### src/rtl/vericlock_pkg.sv
// rtl/vericlock_pkg.sv - shared digit, blink and segment-field definitions for the vericlock display path
package vericlock_pkg;

   // Digit positions in scan order.
   localparam logic [2:0] DIG_SEC_ONES  = 3'd0;
   localparam logic [2:0] DIG_SEC_TENS  = 3'd1;
   localparam logic [2:0] DIG_MIN_ONES  = 3'd2;
   localparam logic [2:0] DIG_MIN_TENS  = 3'd3;
   localparam logic [2:0] DIG_HOUR_ONES = 3'd4;
   localparam logic [2:0] DIG_HOUR_TENS = 3'd5;
   localparam int         NUM_DIGITS    = 6;

   // Field selected for blinking while the clock is being set.
   localparam logic [1:0] BLINK_NONE = 2'd0;
   localparam logic [1:0] BLINK_SEC  = 2'd1;
   localparam logic [1:0] BLINK_MIN  = 2'd2;
   localparam logic [1:0] BLINK_HOUR = 2'd3;

   // Each 14-bit field is {tens, ones}, each half {g,f,e,d,c,b,a}.
   localparam int SEG_W        = 7;
   localparam int SEG_ONES_LSB = 0;
   localparam int SEG_TENS_LSB = 7;
   localparam int FIELD_W      = 14;

   typedef struct packed {
      logic [FIELD_W-1:0] hour;
      logic [FIELD_W-1:0] min;
      logic [FIELD_W-1:0] sec;
   } snapshot_t;

   // Segment pattern for one digit position of a captured frame.
   function automatic logic [SEG_W-1:0] digit_pattern(input snapshot_t s, input logic [2:0] idx);
      logic [SEG_W-1:0] p;
      case (idx)
         DIG_SEC_ONES:  p = s.sec[SEG_ONES_LSB +: SEG_W];
         DIG_SEC_TENS:  p = s.sec[SEG_TENS_LSB +: SEG_W];
         DIG_MIN_ONES:  p = s.min[SEG_ONES_LSB +: SEG_W];
         DIG_MIN_TENS:  p = s.min[SEG_TENS_LSB +: SEG_W];
         DIG_HOUR_ONES: p = s.hour[SEG_ONES_LSB +: SEG_W];
         DIG_HOUR_TENS: p = s.hour[SEG_TENS_LSB +: SEG_W];
         default:       p = '0;
      endcase
      return p;
   endfunction

   // True when the digit belongs to the field chosen by blink_sel.
   function automatic logic in_blink_field(input logic [2:0] idx, input logic [1:0] sel);
      logic r;
      case (sel)
         BLINK_SEC:  r = (idx == DIG_SEC_ONES)  || (idx == DIG_SEC_TENS);
         BLINK_MIN:  r = (idx == DIG_MIN_ONES)  || (idx == DIG_MIN_TENS);
         BLINK_HOUR: r = (idx == DIG_HOUR_ONES) || (idx == DIG_HOUR_TENS);
         default:    r = 1'b0;
      endcase
      return r;
   endfunction

endpackage

### src/rtl/vericlock_tick_div.sv
// rtl/vericlock_tick_div.sv - free-running modulo counter with a wrap pulse
module vericlock_tick_div #(
   parameter int TERMINAL = 10,
   parameter int W        = (TERMINAL > 1) ? $clog2(TERMINAL) : 1
) (
   input  logic         clk_i,
   input  logic         rst_i,
   output logic [W-1:0] cnt_o,
   output logic         wrap_o
);

   if (TERMINAL < 1) begin : g_bad_terminal
      $error("vericlock_tick_div: TERMINAL must be at least 1");
   end

   logic [W-1:0] cnt_q;
   logic [W-1:0] cnt_d;

   assign wrap_o = (cnt_q == W'(TERMINAL - 1));
   assign cnt_o  = cnt_q;

   // Count up, returning to zero on the last cycle of the period.
   always_comb begin
      cnt_d = wrap_o ? '0 : cnt_q + W'(1);
   end

   // Counter state.
   always_ff @(posedge clk_i or posedge rst_i) begin
      if (rst_i) cnt_q <= '0;
      else       cnt_q <= cnt_d;
   end

endmodule

### src/rtl/vericlock_7seg_scan.sv
// rtl/vericlock_7seg_scan.sv - six-digit multiplexed 7-segment scanner with blanking, snapshot and blink
module vericlock_7seg_scan
   import vericlock_pkg::*;
#(
   parameter int CLK_HZ         = 100_000_000,
   parameter int REFRESH_HZ     = 1000,
   parameter int BLANK_CYCLES   = 100,
   parameter int BLINK_HZ       = 2,
   parameter int SEG_ACTIVE_LOW = 1,
   parameter int AN_ACTIVE_LOW  = 1
) (
   input  logic        clk_100MHz,
   input  logic        reset,
   input  logic        enable,
   input  logic [13:0] sec_7seg,
   input  logic [13:0] min_7seg,
   input  logic [13:0] hour_7seg,
   input  logic [1:0]  blink_sel,
   input  logic        dp_en,
   output logic [6:0]  seg,
   output logic        dp,
   output logic [5:0]  an,
   output logic        frame_tick
);

   localparam int DIGIT_CYCLES = CLK_HZ / REFRESH_HZ;
   localparam int BLINK_CYCLES = CLK_HZ / (2 * BLINK_HZ);
   localparam int SLOT_W       = (DIGIT_CYCLES > 1) ? $clog2(DIGIT_CYCLES) : 1;
   localparam int BLINK_W      = (BLINK_CYCLES > 1) ? $clog2(BLINK_CYCLES) : 1;

   // Inactive levels of the pins, so reset and blanking share one definition.
   localparam logic [6:0] SEG_OFF = (SEG_ACTIVE_LOW != 0) ? 7'h7F : 7'h00;
   localparam logic       DP_OFF  = (SEG_ACTIVE_LOW != 0) ? 1'b1 : 1'b0;
   localparam logic [5:0] AN_OFF  = (AN_ACTIVE_LOW != 0)  ? 6'h3F : 6'h00;

   if (DIGIT_CYCLES <= BLANK_CYCLES) begin : g_bad_blank
      $error("vericlock_7seg_scan: DIGIT_CYCLES must exceed BLANK_CYCLES");
   end

   logic [SLOT_W-1:0]  slot_cnt;
   logic               slot_wrap;
   logic [BLINK_W-1:0] blink_cnt_unused;  // only the wrap matters for the phase
   logic               blink_wrap;

   logic [2:0]  dig_q, dig_d;
   logic        phase_q, phase_d;
   snapshot_t   snap_q, snap_d;
   logic [6:0]  seg_q, seg_d;
   logic        dp_q, dp_d;
   logic [5:0]  an_q, an_d;
   logic        frame_tick_q, frame_tick_d;

   logic        frame_start;
   logic        blank;
   logic        suppress;
   logic        lit;
   logic [5:0]  an_lit;
   logic [6:0]  seg_lit;
   logic        dp_lit;

   vericlock_tick_div #(
      .TERMINAL (DIGIT_CYCLES),
      .W        (SLOT_W)
   ) u_slot_div (
      .clk_i  (clk_100MHz),
      .rst_i  (reset),
      .cnt_o  (slot_cnt),
      .wrap_o (slot_wrap)
   );

   vericlock_tick_div #(
      .TERMINAL (BLINK_CYCLES),
      .W        (BLINK_W)
   ) u_blink_div (
      .clk_i  (clk_100MHz),
      .rst_i  (reset),
      .cnt_o  (blink_cnt_unused),
      .wrap_o (blink_wrap)
   );

   // Scan position, blink phase and frame snapshot next-state.
   always_comb begin
      dig_d = dig_q;
      if (slot_wrap) begin
         dig_d = (dig_q == DIG_HOUR_TENS) ? DIG_SEC_ONES : dig_q + 3'd1;
      end
      phase_d     = phase_q ^ blink_wrap;
      frame_start = (slot_cnt == '0) && (dig_q == DIG_SEC_ONES);
      snap_d      = frame_start ? {hour_7seg, min_7seg, sec_7seg} : snap_q;
   end

   // Pin values for the current scan state; the captured frame feeds the segments so a
   // frame-start slot with no blanking still shows the new frame.
   always_comb begin
      blank        = (slot_cnt < SLOT_W'(BLANK_CYCLES));
      suppress     = phase_q && in_blink_field(dig_q, blink_sel);
      lit          = !blank && !suppress;
      an_lit       = (enable && lit) ? (6'(1) << dig_q) : 6'h00;
      seg_lit      = lit ? digit_pattern(snap_d, dig_q) : 7'h00;
      dp_lit       = dp_en && lit && ((dig_q == DIG_MIN_ONES) || (dig_q == DIG_HOUR_ONES));
      an_d         = (AN_ACTIVE_LOW != 0)  ? ~an_lit  : an_lit;
      seg_d        = (SEG_ACTIVE_LOW != 0) ? ~seg_lit : seg_lit;
      dp_d         = (SEG_ACTIVE_LOW != 0) ? ~dp_lit  : dp_lit;
      frame_tick_d = frame_start;
   end

   // Scan state and registered outputs.
   always_ff @(posedge clk_100MHz or posedge reset) begin
      if (reset) begin
         dig_q        <= DIG_SEC_ONES;
         phase_q      <= 1'b0;
         snap_q       <= '0;
         seg_q        <= SEG_OFF;
         dp_q         <= DP_OFF;
         an_q         <= AN_OFF;
         frame_tick_q <= 1'b0;
      end else begin
         dig_q        <= dig_d;
         phase_q      <= phase_d;
         snap_q       <= snap_d;
         seg_q        <= seg_d;
         dp_q         <= dp_d;
         an_q         <= an_d;
         frame_tick_q <= frame_tick_d;
      end
   end

   assign seg        = seg_q;
   assign dp         = dp_q;
   assign an         = an_q;
   assign frame_tick = frame_tick_q;

endmodule

### config.mk
export PLATFORM = sky130hd
export DESIGN_NAME = vericlock_7seg_scan
export DESIGN_NICKNAME = d
export VERILOG_FILES = /design/src/rtl/vericlock_pkg.sv /design/src/rtl/vericlock_tick_div.sv /design/src/rtl/vericlock_7seg_scan.sv
export SDC_FILE = /design/constraint.sdc
export NUM_CORES = 1
export LEC_CHECK = 0
export CAP_MARGIN = 30
export CORE_UTILIZATION = 47
export CTS_CLUSTER_SIZE = 20
export DETAILED_ROUTE_END_ITERATION = 7
export GPL_ROUTABILITY_DRIVEN = 0
export HOLD_SLACK_MARGIN = 0.02
export PLACE_DENSITY_LB_ADDON = 0.25
export RECOVER_POWER = 100
export SETUP_SLACK_MARGIN = 0.5
export SLEW_MARGIN = 5
export SYNTH_ARGS = -nofsm -noshare
export SYNTH_HDL_FRONTEND = slang
export SYNTH_SLANG_ARGS = --single-unit
### constraint.sdc
create_clock -name clk_100MHz -period 8.9 [get_ports clk_100MHz]
set_input_delay 1.78 -clock clk_100MHz [delete_from_list [all_inputs] [get_ports clk_100MHz]]
set_output_delay 1.78 -clock clk_100MHz [all_outputs]
set_load 0.01 [all_outputs]
==> results of run 1 <==
## metrics by stage
stage	utilization, %	instance area, sq um	hold WS [ns]	power [W]	cells
finish	58.4	5760	0.481	0.000844	707
global placement	56.0	5520	0.458	0.000536	687
global route	58.4	5760	0.490	0.000881	707
CTS	58.6	5780	0.486	0.000859	706
detailed placement	56.4	5560	0.460	0.000538	690
floorplan	-	4810	0.440	0.000508	510
## routing by layer
metal	up-vias	routed length (um)
met5	-	0
met4	0	151
met3	11	411
met2	71	4950
met1	1774	4610
li1	1832	-
## path summary, 6_finish.rpt
path | from | endpoint | slack (ns) | depth (start not counted)
min reg2reg | snap_q[26]$_DFF_PP0_ | snap_q[26]$_DFF_PP0_ | 0.48 | 2
min in group asynchronous | reset | u_blink_div.cnt_o[20]$_DFF_PP0_ | 1.93 | 2
min | snap_q[26]$_DFF_PP0_ | snap_q[26]$_DFF_PP0_ | 0.48 | 2
max in group asynchronous | reset | u_blink_div.cnt_o[0]$_DFF_PP0_ | 4.42 | 3
max | dig_q[2]$_DFFE_PP0N_ | seg[1]$_DFF_PP1_ | 4.23 | 6
max reg2reg | dig_q[2]$_DFFE_PP0N_ | seg[1]$_DFF_PP1_ | 4.23 | 6
## critical path: stages (launching register included)
cell and delay (ns):
dfrtp_1 0.83, nor3_1 0.30, nand3_2 0.15, clkbuf_1 1.44
inv_1 1.30, nand2_1 0.37, a41o_1 0.22
## area by class of cell
| type | count | area [sq um] |
|---|---|---|
| Fill cell | 849 | 4110 |
| Sequential cell | 103 | 2590 |
| Multi-Input combinational cell | 377 | 2070 |
| Timing Repair Buffer | 68 | 668 |
| Tap cell | 133 | 166 |
| Clock buffer | 13 | 149 |
| Clock inverter | 3 | 67.6 |
| Inverter | 10 | 38.8 |
## flip-flops by register name, summed over array words and instances, names as in the netlist
| signal | count |
|---|---|
| snap_q | 42 |
| u_blink_div.cnt_o | 25 |
| u_slot_div.cnt_o | 17 |
| seg | 7 |
| an | 6 |
| dig_q | 3 |
| dp | 1 |
| frame_tick | 1 |
| phase_q | 1 |
## cell usage in the layout (no fill, tap or decap), drive strengths merged, types with 2 or more instances in the layout
cell	count
nor3	6
xnor2	14
buf	2
mux2i	5
a41o	4
xor2	22
a21o	4
nor4	5
ha	4
nor2	36
a21oi	11
clkbuf	17
and3	9
nand4	7
or4	3
and4	6
a211oi	3
nand2	152
bufinv	2
clkdlybuf4s50	45
dfrtp	89
dlygate4sd3	17
a41oi	2
a22oi	4
dfstp	14
inv	9
o21ai	8
o22ai	3
nor2b	9
nand3	34
a31o	4
nor3b	2
and2	4
clkinvlp	2
## cells by family (layout without fill, tap and decap cells)
group           Yosys count  count (layout)  synth area share [%]
simple gates            277             277                  26.4
flops                   103             103                  53.9
compound gates           54              54                  7.95
xor+xnor                 36              36                  6.55
buf+inv                  30              94                  2.91
mux                       6               6                  1.27
fa+ha+maj                 4               4                  1.04
## power groups by stage
stage	registers (W)	logic, W	clock network, W
after global routing	0.000485	0.0000506	0.000346
final	0.000483	0.0000449	0.000316
after detailed placement	0.000492	0.0000461	0
after floorplan	0.000490	0.0000173	0
after global placement	0.000492	0.0000437	0
after CTS	0.000483	0.0000464	0.000330
==> impl_metrics.yaml, run 1 <==
global_routing:
  grt_pass1_vias: 3648
  grt_max_degree: 52
  antenna_found_initial: 0
  grt_util_met1_pct: 27.7
  top_usage_layer: "met2"
  grtUsageTotal_pct: 21.0
  grt.met2_usage_pct: 34.9
  overflow: 0
  met3_usage_pct: 5.51
  grt_pass1_wl_mm: 17.0
pwr:
  pwr-share-seq_pct: 57.2
  cellLeakagePower_nw: 2.57
  pwr-share-clk_pct: 37.5
  combinationalPowerShare_pct: 5.3
  p_sw_share_pct: 20.7
  p_int_w: 0.000670
  pwr_density_cell_nw_per_um2: 147
  p_sw_w: 0.000175
  peakVddDrop_mv: 0.0929
floorplan:
  ios: 63
  core_sq_um: 9860
  die_area_sq_um: 10700
  rows: 36
  die_h_um: 103
  dieWidth_um: 103
  start_util_pct: 48.8
clock_tree:
  cts_tree: "yes"
  post-cts-setup-buffer-count: 0
  cts.clk_slew.worst_paths_ns: 0.09
  htree_levels: 3
  clock_latency_ns: 0.36
  clockBufferDepth: 2
  clock-sinks: 103
  cts_resized: 0
  cts_buffers: 9
  cts_root_buffer: "clkbuf_8"
  ctsHoldBuffers: 0
timing:
  fmax_mhz: 214
  hold_viol: 0
  rsz0062_at_grt: "no"
  fin_setup_tns_ns: 0
  relSlewSlack_pct: -54.2
  fin_ws_ns: 4.23
  drv_slew: 92
  min_period_ns: 4.67
  period_share_pct: 52.5
  worst_pin_slew_ns: 2.31
  setup_viol: 0
  finClkSkew_ns: 0.00880
synthesis:
  yosysMostFrequentCell: "nand2_1"
  synth_edf_count: 0
  ys_top_cells_by_area: "dfrtp_1 46%, nand2_1 12%, dfstp_2 7.6%, xor2_1 4.0%, nand3_1 3.4%"
  syn_avg_cell_area_sq_um: 9.44
  async_flop_share_pct: 100
  syn_area_sq_um: 4810
  seq_area_frac_synth_pct: 53.9
  synth_common_cells: "152 x nand2_1, 89 x dfrtp_1, 36 x nor2_1, 33 x nand3_1, 22 x xor2_1"
  synthCells: 510
  yosys_warnings: 0
  syn_nets: 562
  synth_top_area_cell: "dfrtp_1"
  synth_ff_type: "dfrtp_1"
  synth_top_area_share_pct: 46.3
  ys_seq_elements: 103
  synthDistinctLibCells: 55
layout:
  drive_above_1_share_pct: 6.27
  antenna_cells: 0
  syn_to_final_growth_pct: 19.6
  finalNetCount: 621
placement:
  dpl.hpwl_mm: 7.19
  place_ws_ns: 5.06
  port_buffers: 62
worst_setup_path:
  crit_arrival_ns: 4.98
  path_class: "flop to flop"
  start_kind: "flop"
  worstPathMaxFanout: 51
  required_ns: 9.20
  worstSetupEndpointType: "flop"
run:
  max_cap_violations: 2
route:
  via_per_inst: 5.22
  detail-route-antenna-nets: 0
  wl_mm: 10.1
  wire_per_inst_um: 14.3
  first_iter_violations: 191
  vias: 3688
  first_pass_iters: 4
  drcViolationCount: 0
hold_path:
  hold_class: "flop to flop"
outcome:
  failed_checks: "capacitance limit, slew limit"
  outcome: "finished, violations left"
Power figures use the tool's default switching activity.
==> run 2: changes to the inputs <==
- clock period: 8.9 -> 4.76 ns (I/O delays scaled with it)
==> run 2 against run 1 <==
Net effect:
- the run still ends with capacitance limit, slew limit left
- sequential cell count stayed put
- wire length is 3.7% higher
- sequential power is 87% higher
- worst setup slack worse by 3.1 ns
- critical endpoint is now seg[3]$_DFF_PP1_
- largest cell class unchanged
- highest routed layer unchanged
==> impl_metrics.yaml, run 2 (synthesis gave the netlist of run 1 again) <==
placement:
  placed_area_sq_um: 5540
  dpl.hpwl_mm: 7.40
  port_buffers: 62
route:
  wire_per_inst_um: 14.8
  first_iter_violations: 219
  via_per_inst: 5.28
  detail-route-antenna-nets: 0
  vias: 3737
  first_pass_iters: 4
  wl_mm: 10.5
  drcViolationCount: 0
clock_tree:
  cts_root_buffer: "clkbuf_8"
  post-cts-setup-buffer-count: 0
  cts_resized: 0
  clock_latency_ns: 0.37
  cts.clk_slew.worst_paths_ns: 0.10
  clockBufferDepth: 2
  ctsHoldBuffers: 0
  cts_buffers: 9
  clock-sinks: 103
  cts_tree: "yes"
  htree_levels: 3
layout:
  syn_to_final_growth_pct: 19.2
  drive_above_1_share_pct: 7.13
  final_cell_mix: "152 x nand2_1, 89 x dfrtp_1, 46 x clkdlybuf4s50_1"
  largest-register: "snap_q"
  final_area_sq_um: 5740
  antenna_cells: 0
  final_common_cell: "nand2_1"
  largest_reg_flops: 42
  finalNetCount: 622
global_routing:
  grtUsageTotal_pct: 21.3
  grt_pass1_wl_mm: 17.3
  grt_max_degree: 52
  grt_pass1_vias: 3645
  overflow: 0
  antenna_found_initial: 0
hold_path:
  hold_class: "flop to flop"
timing:
  setup_viol: 0
  rsz0062_at_grt: "no"
  worst_pin_slew_ns: 2.06
  relSlewSlack_pct: -37.9
  finClkSkew_ns: 0.0166
  hold_viol: 0
  drv_slew: 47
  min_period_ns: 3.66
  fin_setup_tns_ns: 0
  fmax_mhz: 274
  period_share_pct: 76.8
floorplan:
  die_area_sq_um: 10700
  dieWidth_um: 103
  start_util_pct: 48.8
  rows: 36
  die_h_um: 103
  ios: 63
  core_sq_um: 9860
worst_setup_path:
  worstPathMaxFanout: 51
  max_stage_delay_ns: 1.13
  cpMaxStageDelayCell: "inv_1"
  crit_buf_inv: 2
  required_ns: 5.06
  crit_arrival_ns: 3.95
  path_class: "flop to flop"
  start_kind: "flop"
  cpLargestDelayFamily: "buffers and inverters"
  path_cells: "or4_1 -> nor4_4 -> nand3_2 -> buf_4 -> inv_1 -> nand3_1 -> a41o_1"
  worstSetupEndpointType: "flop"
pwr:
  cellLeakagePower_nw: 2.58
  pwr_density_cell_nw_per_um2: 271
  p_total_w: 0.00155
  peakVddDrop_mv: 0.190
outcome:
  outcome: "finished, violations left"
  failed_checks: "capacitance limit, slew limit"
run:
  max_cap_violations: 2
==> run 2: routing by layer <==
layer	vias to the layer above	global-route usage, %	share of wire [%]
met5	-	0	0
met4	0	6.72	1.3
met3	9	4.37	3.6
met2	80	35.8	50
met1	1814	27.8	45
li1	1834	-	-
==> run 2: area by class of cell <==
cell class                 count  area [sq um]
inverter                      10          38.8
multi-input combinational    377          2070
tap                          133           166
clock inverter                 5          56.3
sequential                   103          2590
clock buffer                  11           151
timing repair buffer          69           661
fill                         880          4130
==> run 2: final timing paths <==
check	from	endpoint	slack, ns	cells past startpoint
worst max-delay path	u_slot_div.cnt_o[12]$_DFF_PP0_	seg[3]$_DFF_PP1_	1.10	7
worst min-delay path	snap_q[5]$_DFF_PP0_	snap_q[5]$_DFF_PP0_	0.49	2
worst max register to register	u_slot_div.cnt_o[12]$_DFF_PP0_	seg[3]$_DFF_PP1_	1.10	7
worst min register to register	snap_q[5]$_DFF_PP0_	snap_q[5]$_DFF_PP0_	0.49	2
max in group asynchronous	reset	an[5]$_DFF_PP1_	1.99	3
min in group asynchronous	reset	u_blink_div.cnt_o[24]$_DFF_PP0_	1.56	2
==> run 2: worst min-delay path, cell delays in order, from the launching register on <==
cell	delay, ns
dfrtp_1	0.36
nand2_1	0.05
nand2_1	0.05
==> run 2: through the flow <==
stage	std cells	hold WS, ns	setup slack [ns]	util, %
2_1_floorplan	510	0.440	1.13	-
3_3_place_gp	689	0.457	1.82	56.1
3_5_place_dp	690	0.458	1.67	56.2
4_1_cts	706	0.486	1.64	58.3
5_1_grt	708	0.497	0.823	58.2
6_report	708	0.486	1.10	58.2
==> run 2: power breakdown <==
part           leakage [nW]  total (W)  switching, W  internal, W
Combinational          1.21  0.0000834     0.0000373    0.0000460
Clock                 0.105   0.000566      0.000295     0.000271
Sequential             1.26   0.000904     0.0000107     0.000893
==> run 3: changes to the inputs <==
- clock period: 4.76 -> 3 ns (I/O delays scaled with it)
==> run 3 against run 2 <==
Net effect:
- the flow now finishes without violations
- sequential cell count is the same
- combinational power grew 61%
- sequential share of layout area shrank 0.096 points
- via count shrank 0.91%
- non-clock buffer count grew 5
- sequential power grew 58%
- clock power grew 36%
- design area grew 0.26%
- critical endpoint is now seg[1]$_DFF_PP1_
==> impl_metrics.yaml, run 3 (synthesis gave the netlist of run 1 again) <==
run:
  max_cap_violations: 0
timing:
  hold_viol: 0
  fin_setup_tns_ns: 0
  worst_pin_slew_ns: 1.17
  finClkSkew_ns: 0.0127
  relSlewSlack_pct: 21.4
  setup_viol: 0
  min_period_ns: 2.49
  period_share_pct: 83.2
  whs_ns: 0.480
  rsz0062_at_grt: "no"
  fin_ws_ns: 0.505
  drv_slew: 0
  fmax_mhz: 401
pwr:
  p_sw_w: 0.000540
  pwr_density_cell_nw_per_um2: 406
  p_total_w: 0.00234
  peakVddDrop_mv: 0.334
  combinationalPowerShare_pct: 5.7
  pwr-share-seq_pct: 61.3
  p_sw_share_pct: 23.1
  p_int_w: 0.00180
  pwr-share-clk_pct: 32.9
  cellLeakagePower_nw: 2.57
hold_path:
  hold_class: "flop to flop"
  min_path_cells: 1
  whs_endpoint: "phase_q$_DFF_PP0_"
  worstHoldStart: "phase_q$_DFF_PP0_"
layout:
  multi_input_area_sq_um: 2070
  syn_to_final_growth_pct: 19.5
  regArea_sq_um: 2600
  final_cell_mix: "152 x nand2_1, 88 x dfrtp_1, 46 x clkdlybuf4s50_1"
  largest_reg_flops: 42
  final_common_cell: "nand2_1"
  finalNetCount: 627
  final_util_pct: 58.3
  drive_above_1_share_pct: 7.41
  fill_cells: 875
  largest-register: "snap_q"
  antenna_cells: 0
worst_setup_path:
  worstReg2RegEnd: "seg[1]$_DFF_PP1_"
  worstPathMaxFanout: 48
  crit_arrival_ns: 2.82
  cpMostUsedCell: "nand3_1"
  rrSetupSlack_ns: 0.51
  crit_buf_inv: 1
  required_ns: 3.32
  start_kind: "flop"
  cpLargestDelayFamily: "simple AND/OR/NAND/NOR gates"
  r2r_start: "u_slot_div.cnt_o[12]$_DFF_PP0_"
  worstSetupEndpointType: "flop"
  path_cells: "or4_4 -> nor4_4 -> nand3_1 -> clkbuf_2 -> nand3_1 -> a41o_1"
  cpMaxStageDelayCell: "or4_4"
  path_class: "flop to flop"
  r2r_cells: 6
  max_stage_delay_ns: 0.56
global_routing:
  antenna_found_initial: 0
  grt_pass1_vias: 3664
  grtUsageTotal_pct: 21.9
  overflow: 0
  grt_pass1_wl_mm: 17.6
  grt_max_degree: 49
floorplan:
  core_sq_um: 9860
  rows: 36
  start_util_pct: 48.8
  die_area_sq_um: 10700
  ios: 63
  die_h_um: 103
  dieWidth_um: 103
clock_tree:
  ctsHoldBuffers: 0
  cts_root_buffer: "clkbuf_8"
  clock_latency_ns: 0.37
  clockBufferDepth: 2
  clock-sinks: 103
  htree_levels: 3
  cts_tree: "yes"
  cts.clk_slew.worst_paths_ns: 0.10
  cts_buffers: 9
route:
  first_iter_violations: 142
  wl_mm: 10.5
  first_pass_iters: 4
  detail-route-antenna-nets: 0
  drcViolationCount: 0
  wire_per_inst_um: 14.7
  via_per_inst: 5.19
  vias: 3703
placement:
  dpl.hpwl_mm: 7.35
  place_ws_ns: 0.389
  port_buffers: 62
outcome:
  outcome: "completed"
run 3: cell count changes in the layout (fill, tap and decap cells not counted), sizes merged:
cell and change:
buf +4, bufinv -1, clkbuf +3, inv -1
run 3: timing repair:
item | CTS | global route
setup buffers | 0 | 0
endpoints found under the setup margin | 0 | 12
gates resized for setup | 0 | 4
run 3: power groups by stage:
stage | clock, W | sequential, W | combinational, W
CTS | 0.000789 | 0.00143 | 0.000138
finish | 0.000769 | 0.00143 | 0.000134
detailed placement | 0 | 0.00146 | 0.000138
global route | 0.000849 | 0.00144 | 0.000152
floorplan | 0 | 0.00146 | 0.0000517
global placement | 0 | 0.00146 | 0.000136
run 3: layout make-up:
cell class	count	share of cell area (%)
Inverter	10	0.696
Multi-Input combinational cell	377	35.9
Clock buffer	13	2.41
Tap cell	133	2.89
Sequential cell	103	45.1
Clock inverter	3	0.370
Timing Repair Buffer	74	12.6
run 3: metal layers:
| metal | track usage (%) | up-vias | wire length, um |
|---|---|---|---|
| met5 | 0 | - | 0 |
| met4 | 5.85 | 0 | 147 |
| met3 | 5.78 | 11 | 404 |
| met2 | 36.7 | 72 | 5140 |
| met1 | 28.3 | 1776 | 4800 |
| li1 | - | 1844 | - |
run 3: through the flow:
| step | cells | instance area [sq um] |
|---|---|---|
| final | 713 | 5750 |
| after global routing | 713 | 5750 |
| after CTS | 712 | 5780 |
| after detailed placement | 696 | 5620 |
| after global placement | 696 | 5620 |
| after floorplan | 510 | 4820 |
run 3: worst max path at each step:
stage / from / endpoint / slack, ns / depth (start not counted)
final: u_slot_div.cnt_o[12]$_DFF_PP0_ / seg[1]$_DFF_PP1_ / 0.51 / 6
after global routing: u_slot_div.cnt_o[12]$_DFF_PP0_ / seg[3]$_DFF_PP1_ / 0.28 / 6
after CTS: dig_q[0]$_DFFE_PP0N_ / seg[3]$_DFF_PP1_ / 0.51 / 5
after detailed placement: blink_sel[0] / seg[3]$_DFF_PP1_ / 0.39 / 6
after global placement: blink_sel[0] / seg[6]$_DFF_PP1_ / 0.51 / 6
after floorplan: dig_q[2]$_DFFE_PP0N_ / seg[1]$_DFF_PP1_ / 0.59 / 9
